--- config.mk ---
export PLATFORM = sky130hd
export DESIGN_NAME = vga_alarm_decoder_flat
export DESIGN_NICKNAME = d
export VERILOG_FILES = /design/src/rtl/vga_rx_pkg.sv /design/src/rtl/vga_alarm_decoder_if.sv /design/src/rtl/vga_timing_tracker.sv /design/src/rtl/vga_alarm_decoder.sv /design/src/flat_wrapper.sv
export SDC_FILE = /design/constraint.sdc
export NUM_CORES = 1
export LEC_CHECK = 0
export ABC_CLOCK_PERIOD_IN_PS = 5800
export CORE_UTILIZATION = 45
export DETAILED_ROUTE_END_ITERATION = 7
export GPL_TIMING_DRIVEN = 0
export MAX_ROUTING_LAYER = met4
export PLACE_DENSITY = 0.73
export SYNTH_ARGS = -nofsm -noshare
export SYNTH_HDL_FRONTEND = slang
export SYNTH_SLANG_ARGS = --single-unit
--- constraint.sdc ---
create_clock -name clk -period 5.8 [get_ports clk]
set_input_delay 0.58 -clock clk [delete_from_list [all_inputs] [get_ports clk]]
set_output_delay 0.58 -clock clk [all_outputs]
set_load 0.1 [all_outputs]
--- src/rtl/vga_rx_pkg.sv ---
// vga_rx_pkg: timing defaults, lock states and alarm classes shared by the VGA alarm decoder
package vga_rx_pkg;
  localparam int DEF_H_DISPLAY = 640;
  localparam int DEF_H_FRONT   = 16;
  localparam int DEF_H_SYNC    = 96;
  localparam int DEF_H_BACK    = 48;
  localparam int DEF_V_DISPLAY = 480;
  localparam int DEF_V_BOTTOM  = 10;
  localparam int DEF_V_SYNC    = 2;
  localparam int DEF_V_TOP     = 33;
  localparam int DEF_H_TOTAL   = DEF_H_DISPLAY + DEF_H_FRONT + DEF_H_SYNC + DEF_H_BACK;
  localparam int DEF_V_TOTAL   = DEF_V_DISPLAY + DEF_V_BOTTOM + DEF_V_SYNC + DEF_V_TOP;
  typedef enum logic [1:0] {UNLOCKED, H_LOCK, LOCKED} lock_state_t;
  typedef enum logic [1:0] {NONE, INTRUSION, WINDOW, TEMP} alarm_code_t;
  function automatic logic [2:0] classify(input logic [5:0] c);
    return c == 6'h3F ? {1'b1, TEMP} : c == 6'h3C ? {1'b1, WINDOW} :
           c == 6'h33 ? {1'b1, INTRUSION} : {c == 6'h00, NONE};
  endfunction
endpackage

--- src/rtl/vga_alarm_decoder_if.sv ---
// vga_alarm_decoder_if: TinyVGA input plus decoded pixel/alarm outputs
interface vga_alarm_decoder_if;
  logic [7:0] vga_in;
  logic       locked;
  logic [9:0] pix_x;
  logic [9:0] pix_y;
  logic       pix_valid;
  logic [5:0] color;
  logic [1:0] alarm_code;
  logic       alarm_valid;
  logic       alarm_mixed;
  logic [7:0] frame_count;
  logic       sync_err;
  logic       blank_err;
  modport master (output vga_in, input locked, pix_x, pix_y, pix_valid, color, alarm_code,
                  alarm_valid, alarm_mixed, frame_count, sync_err, blank_err);
  modport slave  (input vga_in, output locked, pix_x, pix_y, pix_valid, color, alarm_code,
                  alarm_valid, alarm_mixed, frame_count, sync_err, blank_err);
endinterface

--- src/rtl/vga_timing_tracker.sv ---
// vga_timing_tracker: recovers pixel x/y and sync edges from the captured sample stream
module vga_timing_tracker import vga_rx_pkg::*; #(
  parameter int H_TOTAL = DEF_H_TOTAL,
  parameter int V_TOTAL = DEF_V_TOTAL,
  parameter int HS_X    = DEF_H_DISPLAY + DEF_H_FRONT,
  parameter int VS_Y    = DEF_V_DISPLAY + DEF_V_BOTTOM
) (
  input  logic       clk,
  input  logic       reset,
  input  logic       hsync,
  input  logic       vsync,
  output logic       hs_fall,
  output logic       vs_fall,
  output logic       h_period_ok,
  output logic [9:0] x_pred,
  output logic [9:0] y_pred,
  output logic [9:0] x_nxt,
  output logic [9:0] y_nxt,
  output logic [9:0] x,
  output logic [9:0] y
);
  localparam logic [9:0]  X_LAST   = 10'(H_TOTAL - 1);
  localparam logic [9:0]  Y_LAST   = 10'(V_TOTAL - 1);
  localparam logic [9:0]  HS_POS   = 10'(HS_X);
  localparam logic [9:0]  VS_POS   = 10'(VS_Y);
  localparam logic [11:0] H_PERIOD = 12'(H_TOTAL - 1);
  logic hs_q, vs_q, x_wrap;
  logic [11:0] hcnt;
  // edge detect against the previous sample and predict the next coordinate
  always_comb begin
    hs_fall = hs_q && !hsync;
    vs_fall = vs_q && !vsync;
    x_wrap = x == X_LAST;
    x_pred = x_wrap ? '0 : x + 10'd1;
    y_pred = !x_wrap ? y : y == Y_LAST ? '0 : y + 10'd1;
    x_nxt = hs_fall ? HS_POS : x_pred;
    y_nxt = vs_fall ? VS_POS : hs_fall ? y : y_pred;
    h_period_ok = hs_fall && hcnt == H_PERIOD;
  end
  // coordinate registers and saturating hsync period counter (saturated = no prior edge)
  always_ff @(posedge clk) begin
    if (reset) begin
      hs_q <= 1'b1;
      vs_q <= 1'b1;
      x <= '0;
      y <= '0;
      hcnt <= '1;
    end else begin
      hs_q <= hsync;
      vs_q <= vsync;
      x <= x_nxt;
      y <= y_nxt;
      hcnt <= hs_fall ? '0 : &hcnt ? hcnt : hcnt + 12'd1;
    end
  end
endmodule

--- src/rtl/vga_alarm_decoder.sv ---
// vga_alarm_decoder: locks to TinyVGA timing and classifies each full frame into an alarm code
module vga_alarm_decoder import vga_rx_pkg::*; #(
  parameter int H_DISPLAY = DEF_H_DISPLAY,
  parameter int H_FRONT   = DEF_H_FRONT,
  parameter int H_SYNC    = DEF_H_SYNC,
  parameter int H_BACK    = DEF_H_BACK,
  parameter int V_DISPLAY = DEF_V_DISPLAY,
  parameter int V_BOTTOM  = DEF_V_BOTTOM,
  parameter int V_SYNC    = DEF_V_SYNC,
  parameter int V_TOP     = DEF_V_TOP
) (
  input logic clk,
  input logic reset,
  vga_alarm_decoder_if.slave bus
);
  localparam int H_TOTAL = H_DISPLAY + H_FRONT + H_SYNC + H_BACK;
  localparam int V_TOTAL = V_DISPLAY + V_BOTTOM + V_SYNC + V_TOP;
  localparam logic [9:0] HS_POS = 10'(H_DISPLAY + H_FRONT);
  localparam logic [9:0] VS_POS = 10'(V_DISPLAY + V_BOTTOM);
  localparam logic [9:0] XD = 10'(H_DISPLAY);
  localparam logic [9:0] YD = 10'(V_DISPLAY);
  localparam logic [9:0] X_LAST = 10'(H_DISPLAY - 1);
  localparam logic [9:0] Y_LAST = 10'(V_DISPLAY - 1);
  logic [7:0] vin;
  lock_state_t state, state_nxt;
  logic hs_fall, vs_fall, h_period_ok;
  logic [9:0] x_pred, y_pred, x_nxt, y_nxt;
  logic h_bad, v_bad, err, lock_nxt, active, first, take, strobe, ok, m_nxt, full, acc_mixed;
  logic [1:0] cls, c_nxt, acc_cls;
  logic [5:0] col;
  vga_timing_tracker #(
    .H_TOTAL(H_TOTAL), .V_TOTAL(V_TOTAL),
    .HS_X(H_DISPLAY + H_FRONT), .VS_Y(V_DISPLAY + V_BOTTOM)
  ) u_trk (
    .clk(clk), .reset(reset), .hsync(vin[7]), .vsync(vin[3]),
    .hs_fall(hs_fall), .vs_fall(vs_fall), .h_period_ok(h_period_ok),
    .x_pred(x_pred), .y_pred(y_pred), .x_nxt(x_nxt), .y_nxt(y_nxt),
    .x(bus.pix_x), .y(bus.pix_y)
  );
  // single input capture; reset value means syncs idle and black
  always_ff @(posedge clk) begin
    vin <= reset ? 8'h88 : bus.vga_in;
  end
  // lock state register
  always_ff @(posedge clk) begin
    state <= reset ? UNLOCKED : state_nxt;
  end
  // lock transitions, sync checking and per-sample frame accumulation
  always_comb begin
    col = {vin[0], vin[4], vin[1], vin[5], vin[2], vin[6]};
    {ok, cls} = classify(col);
    h_bad = hs_fall ? x_pred != HS_POS : x_pred == HS_POS;
    v_bad = vs_fall && y_pred != VS_POS;
    err = state != UNLOCKED && (h_bad || (state == LOCKED && v_bad));
    state_nxt = err ? UNLOCKED :
                state == UNLOCKED ? (h_period_ok ? H_LOCK : UNLOCKED) :
                state == H_LOCK ? (vs_fall ? LOCKED : H_LOCK) : LOCKED;
    lock_nxt = state_nxt == LOCKED;
    active = x_nxt < XD && y_nxt < YD;
    first = x_nxt == '0 && y_nxt == '0;
    take = lock_nxt && active && (full || first);
    strobe = take && x_nxt == X_LAST && y_nxt == Y_LAST;
    m_nxt = first ? !ok : acc_mixed || !ok || cls != acc_cls;
    c_nxt = first ? cls : acc_cls;
  end
  // frame accumulator; only frames whose first active sample was seen while locked count
  always_ff @(posedge clk) begin
    if (reset || !lock_nxt || strobe) begin
      full <= 1'b0;
      acc_mixed <= 1'b0;
      acc_cls <= NONE;
    end else if (take) begin
      full <= 1'b1;
      acc_mixed <= m_nxt;
      acc_cls <= c_nxt;
    end
  end
  // registered decoded outputs
  always_ff @(posedge clk) begin
    if (reset) begin
      bus.pix_valid <= 1'b0;
      bus.color <= '0;
      bus.alarm_valid <= 1'b0;
      bus.alarm_code <= NONE;
      bus.alarm_mixed <= 1'b0;
      bus.frame_count <= '0;
      bus.sync_err <= 1'b0;
      bus.blank_err <= 1'b0;
    end else begin
      bus.pix_valid <= lock_nxt && active;
      bus.color <= col;
      bus.alarm_valid <= strobe;
      bus.alarm_code <= strobe && !m_nxt ? c_nxt : NONE;
      bus.alarm_mixed <= strobe && m_nxt;
      bus.frame_count <= bus.frame_count + {7'd0, strobe};
      bus.sync_err <= err;
      bus.blank_err <= lock_nxt && !active && col != '0;
    end
  end
  assign bus.locked = state == LOCKED;
endmodule

--- src/flat_wrapper.sv ---
// flat-port wrapper written by rule: the top's interface ports become plain ports
module vga_alarm_decoder_flat import vga_rx_pkg::*;
#(
  parameter int H_DISPLAY = DEF_H_DISPLAY,
  parameter int H_FRONT   = DEF_H_FRONT,
  parameter int H_SYNC    = DEF_H_SYNC,
  parameter int H_BACK    = DEF_H_BACK,
  parameter int V_DISPLAY = DEF_V_DISPLAY,
  parameter int V_BOTTOM  = DEF_V_BOTTOM,
  parameter int V_SYNC    = DEF_V_SYNC,
  parameter int V_TOP     = DEF_V_TOP
)
  (clk, reset, bus_vga_in, bus_locked, bus_pix_x, bus_pix_y, bus_pix_valid, bus_color, bus_alarm_code, bus_alarm_valid, bus_alarm_mixed, bus_frame_count, bus_sync_err, bus_blank_err);
  vga_alarm_decoder_if bus_i ();
  input logic clk;
  input logic reset;
  input wire logic [$bits(bus_i.vga_in)-1:0] bus_vga_in;
  output wire logic [$bits(bus_i.locked)-1:0] bus_locked;
  output wire logic [$bits(bus_i.pix_x)-1:0] bus_pix_x;
  output wire logic [$bits(bus_i.pix_y)-1:0] bus_pix_y;
  output wire logic [$bits(bus_i.pix_valid)-1:0] bus_pix_valid;
  output wire logic [$bits(bus_i.color)-1:0] bus_color;
  output wire logic [$bits(bus_i.alarm_code)-1:0] bus_alarm_code;
  output wire logic [$bits(bus_i.alarm_valid)-1:0] bus_alarm_valid;
  output wire logic [$bits(bus_i.alarm_mixed)-1:0] bus_alarm_mixed;
  output wire logic [$bits(bus_i.frame_count)-1:0] bus_frame_count;
  output wire logic [$bits(bus_i.sync_err)-1:0] bus_sync_err;
  output wire logic [$bits(bus_i.blank_err)-1:0] bus_blank_err;
  assign bus_i.vga_in = bus_vga_in;
  assign bus_locked = bus_i.locked;
  assign bus_pix_x = bus_i.pix_x;
  assign bus_pix_y = bus_i.pix_y;
  assign bus_pix_valid = bus_i.pix_valid;
  assign bus_color = bus_i.color;
  assign bus_alarm_code = bus_i.alarm_code;
  assign bus_alarm_valid = bus_i.alarm_valid;
  assign bus_alarm_mixed = bus_i.alarm_mixed;
  assign bus_frame_count = bus_i.frame_count;
  assign bus_sync_err = bus_i.sync_err;
  assign bus_blank_err = bus_i.blank_err;
  vga_alarm_decoder #(.H_DISPLAY(H_DISPLAY), .H_FRONT(H_FRONT), .H_SYNC(H_SYNC), .H_BACK(H_BACK), .V_DISPLAY(V_DISPLAY), .V_BOTTOM(V_BOTTOM), .V_SYNC(V_SYNC), .V_TOP(V_TOP)) u_core (.clk(clk), .reset(reset), .bus(bus_i));
endmodule
* Yosys cells after proc, flatten, opt, wreduce, memory -nomap -nowiden *
Cells that the tools add are included.

operators by class
  muxes and demuxes = 19
  eq/ne operators = 16
  bitwise logic cells = 1
  magnitude comparators = 2
  reductions and logical operators = 36
  add/subtract/negate cells = 4

operators by type and width
  operator               count
  $mux 10                6
  $eq 10x10->1 const B   4
  $mux 12                2
  $add 10x1->10 const B  2
  $logic_not 10->1       2
  $eq 6x6->1 const B     3
  $logic_and 1x1->1      16
  $add 12x1->12 const B  1
  $eq 12x10->1 const B   1
  $reduce_and 12->1      1
  $eq 10x9->1 const B    1
  $lt 10x10->1 const B   1
  $lt 10x9->1 const B    1
  $mux 2                 5
  $ne 10x10->1 const B   1
  $ne 10x9->1 const B    1
  $mux 3                 3
  $add 8x1->8            1
  $logic_not 1->1        6
  $logic_not 6->1        1
  $logic_or 1x1->1       6
  $reduce_bool 6->1      1
  $eq 2x2->1 const B     2
  $mux 1                 3
  7 further kinds        7

word-level totals
  bits in registers = 69
  input bits = 10
  output and inout bits = 42
  logic and storage cells = 96

* Logic depth before layout (Yosys ltp) *
Gate-level depths: netlist (run 1).

  depth after elaboration = 17
  gate-level depth with buffers = 17

* Cells and area by module *
Synthesis (run 1) repeated with hierarchy kept, for this count alone.

second synthesis, totals
  cell total of the unflattened synthesis = 431
  area, all modules = 3633.5 sq um

modules (own cells, without submodules)
  module              area an instance (sq um)  instances  seq. area each (sq um)  cells each
  vga_timing_tracker  2117.0                    1          680.7                   268
  vga_alarm_decoder   1516.5                    1          700.7                   163

* Least setup slack after synthesis (run 1) *
OpenSTA, ideal clock, no wires.

  path kind = reg-to-reg
  start = reg u_core.u_trk.x[0]
  end = reg u_core.bus.frame_count[5] (netlist bit)
  stages on the path, launching flop included = 15
  setup slack = 1436 ps
  setup time = 67 ps
  arrival = 4297 ps
  data required time = 5733 ps
  cell sequence = dfxtp_1 ha_1 and4_1 clkbuf_1 nand4_1 nor2_1 a221oi_1 or3_4 or4_4 nor3_1 ha_1 and3_1 nand3_1 xor2_1 nor2_1

on the way
  cells in the longest elaborated chain, start to end = 14
  elaborated cells between the ends (all ways) = 31
  classes of those cells = 2 x add/sub; 2 x order compare; 7 x eq/ne; 7 x mux; 13 x reduce/logical

ends and longest elaborated chain
  what                                                    RTL line                    RTL
  from (decl)                                             vga_timing_tracker.sv:19    output logic [9:0] x,
  from (signal assigned)                                  vga_timing_tracker.sv:51    x <= x_nxt;
  branches (longest 12 deep; another with $add 10x1->10)  --
  $logic_and 1x1->1 (*)                                   vga_alarm_decoder.sv:62     strobe = take && x_nxt == X_LAST && y_nxt == Y_LAST;
  net u_core.strobe                                       vga_alarm_decoder.sv:28     logic h_bad, v_bad, err, lock_nxt, active, first, take, strobe, ok, m_nxt, full, acc_mixed;
  $add 8x1->8 (*)                                         vga_alarm_decoder.sv:95     bus.frame_count <= bus.frame_count + {7'd0, strobe};
  to (signal assigned)                                    vga_alarm_decoder.sv:95
  to (decl)                                               vga_alarm_decoder_if.sv:18  alarm_valid, alarm_mixed, frame_count, sync_err, blank_err);

Mark *: on every way through the listed nets, which the timed path passes.
A chain may end at the register's enable or synchronous reset.

* Worst setup path after layout (run 1) *
  start = reg u_core.u_trk.x[0]
  end = reg u_core.bus.frame_count[7] (netlist bit)

Same word-level chain as after synthesis.

==> results by group, run 1 <==
Clock tree
  • Total CTS buffers: 9
  • # hold bufs at CTS: 0
  • Clock transition at path regs: 80 ps
  • Clk sink count: 69
  • Clk_lat worst skew: 350 ps
  • Longest Clk Path Bufs: 2
  • Htree depth: 3
  • Root Driver: clkbuf_8
  • Post-CTS Setup Repair Bufs: 0
  • CTS tree: yes
  • CTS resizes: 0

Global routing
  • Grt total ovfl: 0
  • Number of global-route vias before repair: 3099
  • Largest net degree at the start of global routing: 14
  • First-pass GRT wire length: 14900 µm
  • Initial antenna violation count: 0
  • GRT Resource Usage Total: 0.231

Floorplanning
  • Site row count: 32
  • Std-Cell Core Area: 0.00773 mm²
  • Top Ports: 52
  • Die width: 91.6 µm
  • Die ar.: 0.00838 mm²
  • Die Ht: 91.6 µm
  • Initial Utilization: 0.467

Timing
  • Minimum clock period: roughly 4500 ps
  • Worst Slack Setup Final: about 1300 ps
  • # setup viols final: 0
  • Slew headroom: 0.343
  • TNS Setup: 0 ps
  • Count of final hold-check violations: 0
  • Fmax achieved: ~0.22 GHz
  • Final Skew: about 9.2 ps
  • Tcrit/Tclk final: 0.773
  • Final Slew Violations: 0
  • Worst-Margin Slew: 976 ps
  • RSZ-0062 raised after global routing: false

Cells and area
  • Ant diodes: 0
  • Share of cells above drive strength 1: 0.0777
  • Most frequent cells in the layout: dfxtp_1, clkdlybuf4s50_1, nor2_1
  • Nets: 500
  • Commonest non-fill, non-tap cell in the layout: dfxtp_1
  • Area grow syn2layout: 24.4%

Logic synthesis
  • EDFF count, synth: 0
  • Post-synthesis mux area share: 0.0170
  • Simple-gate area share of the yosys netlist: 0.305
  • Compound-Gate Fraction of Synth Area: 0.168
  • Post-Synth Adder-Cell Area: 0.0208
  • Net Count, Synth: 438
  • Syn Inst Count: 422
  • Yosys cell types: 61
  • Combinational family with the most area after synthesis: simple AND/OR/NAND/NOR gates
  • Async SR Flop Fraction: 0
  • Synth warn: 0
  • Seq cells post-synth: 69
  • Sequential cell area fraction in the yosys report: 0.383
  • XOR/XNOR share of the synthesized area: 0.0655
  • Syn_area_per_cell: 8.55 µm²
  • Post-synth top flop: dfxtp_1
  • Cell Area, Synth: 0.00361 mm²

Route
  • Via density: 5.68
  • Antenna-violating nets left: 0
  • Routed WL: 9010 µm
  • DRC Markers: 0
  • DR WL/cell: between 15 and 20 µm
  • Vias: approximately 3400
  • First-pass DRT Iterations: 5
  • DRT iter0 DRCs: between 200 and 300

Placed design
  • HPWL after DPL: 6580 µm
  • Gpl congestion: 0.958
  • I/O Buffers: 51
  • Dpl ws: roughly 1400 ps

Setup path
  • CP Max Fanout: 10
  • Setup CP Type: reg -> reg
  • Crit. End Element: flop
  • Critical path launch point type: flop
  • Critical path arrival: 4710 ps
  • WP data required: 6030 ps

Pwr
  • Cell Pwr Density: about 270 mW/mm²
  • Leakage: 1.61 nW
  • Peak supply drop: 0.183 mV

Hold path
  • Hold crit path type: reg -> reg

Job
  • Max-cap violations: 0

Run status
  • Status: finished clean
stage by stage:
stage / cell area (µm²) / util / hold slack [ps] / power, mW / instances
after global placement: 4250 / 0.550 / 444 / 0.752 / 575
after CTS: 4490 / 0.581 / 476 / 1.23 / 591
after global routing: 4490 / 0.581 / 492 / 1.28 / 591
after detailed placement: 4250 / 0.550 / 452 / 0.755 / 575
after floorplan: 3610 / - / 432 / 0.704 / 422
final: 4490 / 0.581 / 473 / 1.23 / 591
flip-flops by register name (all words and copies together) (netlist names), 2 cells and up:
name and flops:
u_core.acc_cls 2, u_core.bus.frame_count 8, u_core.vin 8, u_core.state 2, u_core.bus.color 6, u_core.u_trk.y 10
u_core.u_trk.x 10, u_core.u_trk.hcnt 12, u_core.bus.alarm_code 2
where the power goes:
group	switching (mW)	internal (mW)	leakage, nW
logic	0.139	0.0815	0.926
registers	0.0247	0.501	0.565
clock network	0.192	0.288	0.120
area by class of cell:
| type | instances | area (µm²) |
|---|---|---|
| clock inverter | 7 | 120 |
| inverter | 7 | 26.3 |
| timing repair buffer | 51 | 510 |
| tap | 102 | 128 |
| multi-input combinational | 316 | 2080 |
| clock buffer | 9 | 124 |
| sequential | 69 | 1380 |
| fill | 706 | 3240 |
| buffer | 30 | 121 |
worst max-delay path, cell delays in order (launching register included):
cell and delay (ps):
dfxtp_1 450, ha_1 300, and4_1 210, clkbuf_1 390, nand4_1 310, o21ai_0 230, o21ai_0 200, nor4_1 890
a31oi_1 380, nor3_1 270, ha_1 210, and3_1 220, nand3_1 110, xor2_1 140, nor2_1 50
cell usage after synthesis (3+ instances only):
cell / count / share of area
a21oi_1: 14 / 0.019
a21o_1: 12 / 0.025
nor4_1: 7 / 0.012
nand2_1: 24 / 0.025
o21bai_1: 4 / 0.0083
nor3_1: 16 / 0.022
clkbuf_1: 26 / 0.027
nand3_1: 23 / 0.032
o21ai_0: 14 / 0.019
and4_1: 5 / 0.012
nor3b_1: 5 / 0.010
mux2i_1: 5 / 0.014
o21a_1: 3 / 0.0062
dfxtp_1: 69 / 0.38
xor2_1: 14 / 0.034
nor2b_1: 23 / 0.040
ha_1: 6 / 0.021
a31oi_1: 10 / 0.017
or2_2: 8 / 0.014
o211ai_1: 3 / 0.0062
a211oi_1: 6 / 0.012
xnor2_1: 13 / 0.032
nand2b_1: 3 / 0.0052
inv_1: 7 / 0.0073
nand4_1: 18 / 0.031
o22ai_1: 3 / 0.0052
and2_1: 4 / 0.0069
nor2_1: 27 / 0.028
and3_1: 9 / 0.016
path summary, 6_finish.rpt:
check                          from                   endpoint  slack [ps]  depth (start not counted)
setup reg to reg  u_core.u_trk.x[0]  u_core.bus.frame_count[7]        1320                         14
hold / removal        u_core.vin[1]        u_core.bus.color[3]         470                          1
hold reg to reg       u_core.vin[1]        u_core.bus.color[3]         470                          1
setup / recovery  u_core.u_trk.x[0]  u_core.bus.frame_count[7]        1320                         14
cell families (layout without fill, tap and decap cells):
family	count (synthesis)	after routing
buffers and inverters	37	104
AOI/OAI and AO/OA	89	89
and+or+nand+nor	188	188
xor gates and xnor gates	27	27
muxes	6	6
DFF	69	69
adders and majority gates	6	6
metal layers:
| metal | routed length (µm) | GRT usage |
|---|---|---|
| met2 | 4310 | 0.377 |
| met5 | 0 | - |
| met1 | 4120 | 0.290 |
| met4 | 127 | 0.0780 |
| met3 | 452 | 0.0369 |
Note: power is estimated with default switching activity, not from simulation.
==> run 2, diff against run 1 <==
--- a/config.mk
+++ b/config.mk
@@ -5,12 +5,12 @@
 export SDC_FILE = /design/constraint.sdc
 export NUM_CORES = 1
 export LEC_CHECK = 0
-export ABC_CLOCK_PERIOD_IN_PS = 5800
+export ABC_CLOCK_PERIOD_IN_PS = 4100
 export CORE_UTILIZATION = 45
 export DETAILED_ROUTE_END_ITERATION = 7
 export GPL_TIMING_DRIVEN = 0
 export MAX_ROUTING_LAYER = met4
-export PLACE_DENSITY = 0.73
+export PLACE_DENSITY = 0.76
 export SYNTH_ARGS = -nofsm -noshare
 export SYNTH_HDL_FRONTEND = slang
 export SYNTH_SLANG_ARGS = --single-unit
==> constraint.sdc (replaced) <==
create_clock -name clk -period 4.1 [get_ports clk]
set_input_delay 0.41 -clock clk [delete_from_list [all_inputs] [get_ports clk]]
set_output_delay 0.41 -clock clk [all_outputs]
set_load 0.1 [all_outputs]
==> results by group, run 2 (synthesis results as in run 1) <==
Run status
  • Status: finished clean

Timing
  • # setup viols final: 0 (unchanged)
  • Count of final hold-check violations: 0 (unchanged)
  • Minimum clock period: 3850 ps (-628 ps)
  • Tcrit/Tclk final: 0.940 (+0.167)
  • Slew headroom: 0.345 (+0.00138)
  • Worst-Margin Slew: 980 ps (+3.85 ps)
  • Worst Slack Setup Final: 248 ps (-1070 ps)
  • Final Slew Violations: 0 (unchanged)
  • Fmax achieved: 0.260 GHz (+16%)
  • Final Skew: 14.5 ps (+5.25 ps)

Job
  • Max-cap violations: 0 (unchanged)

Cells and area
  • Ant diodes: 0 (unchanged)
  • Number of flip-flops in the largest register: 12 (unchanged)
  • Largest Register: u_core.u_trk.hcnt
  • Top Registers: u_core.u_trk.hcnt: 12 flops, u_core.u_trk.x: 10 flops, u_core.u_trk.y: 10 flops
  • Nets: 499 (-0.20%)
  • Share of cells above drive strength 1: 0.115 (+0.0370)
  • Most frequent cells in the layout: dfxtp_1, clkdlybuf4s50_1, nor2_1
  • Area grow syn2layout: 24.7%
  • Filler cells: 674 (-4.5%)
  • Commonest non-fill, non-tap cell in the layout: dfxtp_1
  • Final Util: 0.583 (+0.00130)

Route
  • DRT met1 WL: 4210 µm (+2.4%)
  • Routed WL: 9130 µm (+1.3%)
  • DRT iter0 DRCs: 245 (-10%)
  • Met2 routed WL: 4260 µm (-1.3%)
  • Via density: 5.72 (+0.71%)
  • Antenna-violating nets left: 0 (unchanged)
  • Max layer used: met4
  • Vias: 3375 (+0.54%)
  • WL met3: 454 µm (+0.44%)
  • First-pass DRT Iterations: 5 (unchanged)
  • DRC Markers: 0 (unchanged)
  • DR WL/cell: 15.5 µm (+1.5%)

Floorplanning
  • Top Ports: 52 (unchanged)
  • Std-Cell Core Area: 0.00773 mm² (unchanged)
  • Site row count: 32 (unchanged)
  • Die Ht: 91.6 µm (unchanged)
  • Die width: 91.6 µm (unchanged)
  • Initial Utilization: 0.467 (unchanged)
  • Die ar.: 0.00838 mm² (unchanged)

Global routing
  • GRT Resource Usage Total: 0.234 (+0.00316)
  • First-pass GRT wire length: 15000 µm (+0.64%)
  • Number of global-route vias before repair: 3150 (+1.6%)
  • Initial antenna violation count: 0 (unchanged)
  • Largest net degree at the start of global routing: 16 (+2)
  • Grt total ovfl: 0 (unchanged)

Setup path
  • Slowest library cell on the worst path: or4_4
  • CP Max Fanout: 10 (unchanged)
  • Setup CP Type: reg -> reg
  • CP most frequent cell: ha_1
  • Cell family with most CP delay: simple AND/OR/NAND/NOR gates
  • CP peak stage delay: 580 ps (-310 ps)
  • WP data required: 4330 ps (-1700 ps)
  • Critical path arrival: 4090 ps (-620 ps)
  • Worst path buffer plus inverter count: 2 (+1)
  • Critical path launch point type: flop
  • Reg2reg end: u_core.bus.frame_count[4]
  • RR Startpoint: u_core.u_trk.y[0]
  • Crit. End Element: flop
  • R2R cell count: 15 (+1)
  • Cell-by-cell trace of the critical path: inv_1 > ha_1 > nor3b_2 > and4_1 > clkbuf_1 > nor2_1 > a221oi_1 > or3_4 > or4_4 > nor3_1 > ha_1 > ha_1 > nand3_1 > xor2_1 > nor2_1
  • R2r setup slk: 250 ps (-1070 ps)

Pwr
  • Leakage: 1.61 nW (about the same)
  • Peak supply drop: 0.251 mV (+37%)
  • Cell Pwr Density: 356 mW/mm² (+30%)
  • Pwr Total: 1.60 mW (+31%)

Hold path
  • Hold_sp: u_core.vin[7]
  • Hold crit path type: reg -> reg
  • Worst hold path endpoint: u_core.u_trk.hs_q
  • Hold-critical path depth: 1 (unchanged)

Clock tree
  • Clk sink count: 69 (unchanged)
  • # hold bufs at CTS: 0 (unchanged)
  • Total CTS buffers: 9 (unchanged)
  • CTS tree: yes
  • Longest Clk Path Bufs: 2 (unchanged)
  • Clk_lat worst skew: 350 ps (about the same)
  • Root Driver: clkbuf_8
  • Clock transition at path regs: 90 ps (about the same)
  • Htree depth: 3 (unchanged)

Placed design
  • I/O Buffers: 51 (unchanged)
  • HPWL after DPL: 6520 µm (-1.0%)
  • Dpl ws: -150 ps (-1580 ps)
  • Gpl congestion: 0.924 (-3.5%)
-- run 2: changes by cell type in the layout (fill, tap and decap cells not counted), moves of 3 or more --
cell / change
buf_4: +3
clkbuf_1: -4
bufinv_16: -3
dfxtp_2: +11
dfxtp_1: -11
-- run 2: power by group --
part           switching, mW  leakage (nW)  internal, mW  total (mW)
logic                  0.197         0.948         0.117       0.315
registers             0.0372         0.570         0.710       0.747
clock network          0.309        0.0927         0.232       0.542
total                  0.544          1.61          1.06        1.60
-- run 2: final cells by class --
| cell class | instances | area [µm²] | share of cell area |
|---|---|---|---|
| Clock inverter | 7 | 62.6 | 0.0139 |
| Timing Repair Buffer | 54 | 533 | 0.118 |
| Sequential cell | 69 | 1400 | 0.310 |
| Clock buffer | 9 | 124 | 0.0275 |
| Buffer | 26 | 106 | 0.0236 |
| Inverter | 7 | 26.3 | 0.00584 |
| Tap cell | 102 | 128 | 0.0283 |
| Multi-Input combinational cell | 316 | 2130 | 0.472 |
-- run 2: layer usage --
layer,GRT usage,vias up
li1,-,1661
met1,0.295,1585
met2,0.364,112
met3,0.0444,17
met4,0.104,0
met5,-,-
-- run 2: worst max path at each step --
stage / start / to / slack (ps) / depth (start not counted)
floorplan: u_core.u_trk.x[5] / u_core.bus.frame_count[5] / 40 / 12
global placement: u_core.u_trk.y[0] / u_core.bus.frame_count[7] / -130 / 15
detailed placement: u_core.u_trk.y[6] / u_core.bus.frame_count[7] / -150 / 13
CTS: u_core.u_trk.y[0] / u_core.bus.frame_count[4] / 60 / 16
global route: u_core.u_trk.x[7] / u_core.bus.frame_count[7] / -8 / 13
finish: u_core.u_trk.y[0] / u_core.bus.frame_count[4] / 250 / 15
-- run 2: per-stage QoR --
| step | cell area [µm²] | hold WS, ps | std cells | TNS, ps |
|---|---|---|---|---|
| floorplan | 3620 | 432 | 422 | 0 |
| CTS | 4450 | 470 | 591 | 0 |
| detailed placement | 4260 | 450 | 575 | -621 |
| global placement | 4260 | 444 | 575 | -490 |
| finish | 4500 | 473 | 590 | 0 |
| global route | 4500 | 500 | 590 | -12.2 |
-- run 2: timing repair --
| item | in CTS | in global routing |
|---|---|---|
| resized for setup | 1 | 8 |
| pin swaps | 0 | 1 |
| setup buffers | 0 | 3 |
| endpoints found under the setup margin | 7 | 7 |
==> run 3, diff against run 2 <==
--- a/config.mk
+++ b/config.mk
@@ -13,4 +13,5 @@
 export PLACE_DENSITY = 0.76
 export SYNTH_ARGS = -nofsm -noshare
 export SYNTH_HDL_FRONTEND = slang
+export SYNTH_HIERARCHICAL = 1
 export SYNTH_SLANG_ARGS = --single-unit
==> results by group, run 3 <==
Floorplanning
  • Die width: 91.9 µm (+0.32%)
  • Top Ports: 52 (unchanged)
  • Initial Utilization: 0.468 (+0.000653)
  • Die Ht: 91.9 µm (+0.32%)
  • Site row count: 32 (unchanged)
  • Die ar.: 0.00844 mm² (+0.63%)
  • Std-Cell Core Area: 0.00777 mm² (+0.52%)

Setup path
  • R2R cell count: 15 (unchanged)
  • Critical path launch point type: flop
  • CP startpoint: u_core/u_trk/x[0]
  • R2r setup slk: 280 ps (+30 ps)
  • CP endpoint: u_core/bus.frame_count[7]
  • Critical path arrival: 4040 ps (-50 ps)
  • Cell family with most CP delay: simple AND/OR/NAND/NOR gates
  • Crit. End Element: flop
  • CP peak stage delay: 400 ps (-180 ps)
  • RR Startpoint: u_core/u_trk/x[0]
  • CP Max Fanout: 7 (-3)
  • Slowest library cell on the worst path: dfxtp_2
  • Setup CP Type: reg -> reg
  • Worst path buffer plus inverter count: 0 (-2)
  • Stages on worst setup path: 15 (unchanged)
  • Reg2reg end: u_core/bus.frame_count[7]
  • Cell-by-cell trace of the critical path: ha_1 > and4_4 > nand4_2 > o21ai_0 > nand3_1 > or3_4 > nor4_1 > a21oi_1 > nand3b_1 > nor2_1 > ha_1 > and3_1 > nand3_1 > xor2_1 > nor2_1
  • WP data required: 4320 ps (about the same)

Pwr
  • Pwr Total: 1.63 mW (+1.4%)
  • Peak supply drop: 0.181 mV (-28%)
  • Net Sw Frac: 0.323 (-0.0165)
  • Internal Power: 1.10 mW (+3.9%)
  • Combinational power share: 0.193 (-0.003)
  • Flop pwr share: 0.460 (-0.006)
  • Clock power share: 0.347 (+0.009)
  • Sw power: 0.524 mW (-3.5%)
  • Leakage: 1.73 nW (+7.5%)
  • Cell Pwr Density: 359 mW/mm² (+0.74%)

Route
  • Antenna-violating nets left: 0 (unchanged)
  • Routed WL: 9100 µm (-0.27%)
  • DRT iter0 DRCs: 241 (-1.6%)
  • DR WL/cell: 15.1 µm (-2.6%)
  • Vias: 3459 (+2.5%)
  • DRC Markers: 0 (unchanged)
  • Via density: 5.73 (+0.11%)
  • First-pass DRT Iterations: 4 (-1)

Clock tree
  • CTS tree: yes
  • Clk_lat worst skew: 340 ps (about the same)
  • Clk sink count: 69 (unchanged)
  • Root Driver: clkbuf_8
  • Htree depth: 3 (unchanged)
  • Longest Clk Path Bufs: 2 (unchanged)
  • Clock transition at path regs: 80 ps (about the same)
  • Total CTS buffers: 9 (unchanged)

Job
  • Max-cap violations: 0 (unchanged)

Global routing
  • First-pass GRT wire length: 14600 µm (-2.5%)
  • Largest net degree at the start of global routing: 15 (-1)
  • GRT Resource Usage Total: 0.223 (-0.0110)
  • Grt total ovfl: 0 (unchanged)
  • Initial antenna violation count: 0 (unchanged)
  • Number of global-route vias before repair: 3164 (+0.44%)

Cells and area
  • Nets: 513 (+2.8%)
  • Filler cells: 730 (+8.3%)
  • Final Util: 0.583 (+0.000702)
  • Ant diodes: 0 (unchanged)
  • Commonest non-fill, non-tap cell in the layout: dfxtp_1
  • Final instance area: 0.00453 mm² (+0.64%)
  • Share of cells above drive strength 1: 0.112 (-0.00320)
  • Top Registers: u_core/u_trk/hcnt: 12 flops, u_core/u_trk/x: 10 flops, u_core/u_trk/y: 10 flops
  • Most frequent cells in the layout: dfxtp_1, clkdlybuf4s50_1, nor2_1
  • Area grow syn2layout: 24.7% (about the same)
  • Number of flip-flops in the largest register: 12 (unchanged)
  • Largest Register: u_core/u_trk/hcnt

Timing
  • Final Slew Violations: 0 (unchanged)
  • Worst Slack Setup Final: 276 ps (+28.2 ps)
  • Slew headroom: 0.338 (-0.00638)
  • RSZ-0062 raised after global routing: false
  • WHS: 443 ps (-30.2 ps)
  • Minimum clock period: 3820 ps (-28.2 ps)
  • # setup viols final: 0 (unchanged)
  • Worst-Margin Slew: 989 ps (+9.54 ps)
  • Final Skew: 11.7 ps (-2.81 ps)
  • Tcrit/Tclk final: 0.933 (-0.00688)
  • Count of final hold-check violations: 0 (unchanged)
  • Fmax achieved: 0.262 GHz (+0.74%)

Placed design
  • Gpl congestion: 0.877 (-5.1%)
  • Post-DP Area: 0.00428 mm² (+0.32%)
  • I/O Buffers: 51 (unchanged)
  • Dpl ws: -202 ps (-52.6 ps)
  • HPWL after DPL: 6770 µm (+3.9%)

Logic synthesis
  • Ranking of synthesized cells by area: dfxtp_1, nor2_1, nand3_1
  • Post-synth top flop: dfxtp_1
  • EDFF count, synth: 0 (unchanged)
  • Net Count, Synth: 447 (+2.1%)
  • Sequential cell area fraction in the yosys report: 0.380 (-0.00250)
  • Largest area contributor in the synthesized netlist: dfxtp_1
  • Seq cells post-synth: 69 (unchanged)
  • Async SR Flop Fraction: 0 (unchanged)
  • Commonest cells in the netlist: dfxtp_1, nor2_1, nand3_1
  • Syn Inst Count: 431 (+2.1%)
  • Synth warn: 6 (+6)
  • Most common cell in the netlist: dfxtp_1
  • Yosys cell types: 66 (+8.2%)
  • Syn_area_per_cell: 8.43 µm² (-1.4%)
  • Area share of the largest cell type after synthesis: 0.380 (-0.00250)
  • Cell Area, Synth: 0.00363 mm² (+0.66%)

Hold path
  • Hold crit path type: reg -> reg

Run status
  • Status: finished clean
[run 3: cell types whose count changed after synthesis, moves of 5 or more]
cell,change
a21o_1,-9
a31oi_1,+6
nand3_1,+6
nand4_1,-5
inv_1,+11
clkbuf_1,-16
nor2_1,+12
nor2b_1,-5
a31o_2,+5
xor2_1,-6
[run 3: layout make-up]
cell class | instances | area, µm² | share of cell area
Clock inverter | 7 | 80.1 | 0.0177
Sequential cell | 69 | 1390 | 0.306
Clock buffer | 9 | 124 | 0.0273
Timing Repair Buffer | 55 | 541 | 0.119
Buffer | 16 | 75.1 | 0.0166
Multi-Input combinational cell | 326 | 2120 | 0.469
Tap cell | 102 | 128 | 0.0282
Inverter | 20 | 75.1 | 0.0166
[run 3: power by group through the flow]
stage,Clock (mW),Combinational (mW),Sequential [mW]
after floorplan,0,0.162,0.832
after global placement,0,0.302,0.760
after detailed placement,0,0.308,0.763
after CTS,0.581,0.310,0.747
after global routing,0.608,0.336,0.754
final,0.565,0.313,0.748
[run 3: what timing repair did]
item                                    CTS  global route
resized for setup                         2             3
endpoints found under the setup margin    7             7
hold buffers                              0             0
endpoints found under the hold margin     0             0
setup buffers                             0             4
pin swaps                                 0             3
[run 3: worst min path at each step]
stage / startpoint / end / slack (ps) / cells past startpoint
3_5_place_dp: u_core/vin[7] / u_core/u_trk/hs_q / 420 / 1
2_1_floorplan: u_core/vin[7] / u_core/u_trk/hs_q / 410 / 1
3_3_place_gp: u_core/vin[7] / u_core/u_trk/hs_q / 420 / 1
5_1_grt: u_core/vin[7] / u_core/u_trk/hs_q / 470 / 1
6_report: u_core/vin[7] / u_core/u_trk/hs_q / 440 / 1
4_1_cts: u_core/vin[7] / u_core/u_trk/hs_q / 440 / 1
[run 3: cells by family (layout without fill, tap and decap cells)]
kind of cell | count (synthesis) | count (layout) | share of synthesized area
AO/OA/AOI/OAI | 85 | 85 | 0.156
XOR/XNOR | 20 | 20 | 0.0482
adder cells (fa/ha/maj) | 6 | 6 | 0.0207
buffers and inverters | 36 | 107 | 0.0413
flip-flops | 69 | 69 | 0.380
multiplexers | 4 | 4 | 0.0110
AND/OR/NAND/NOR | 211 | 211 | 0.343
[run 3: metrics by stage]
stage | setup TNS, ps | cells
after detailed placement | -839 | 584
after CTS | 0 | 600
after global placement | -221 | 584
final | 0 | 604
after floorplan | 0 | 431
after global routing | 0 | 604
[run 3: per-layer routing]
| layer | global-route usage | part of all wire |
|---|---|---|
| met5 | - | 0 |
| met3 | 0.0348 | 0.053 |
| met1 | 0.260 | 0.43 |
| met4 | 0.100 | 0.016 |
| met2 | 0.378 | 0.50 |
[run 3: worst register-to-register path, delay by kind of cell (launching register included)]
| kind | cells | cell delay, ps |
|---|---|---|
| compound gates | 2 | 470 |
| xor+xnor | 1 | 150 |
| fa+ha+maj | 2 | 460 |
| flops | 1 | 400 |
| simple gates | 10 | 2200 |
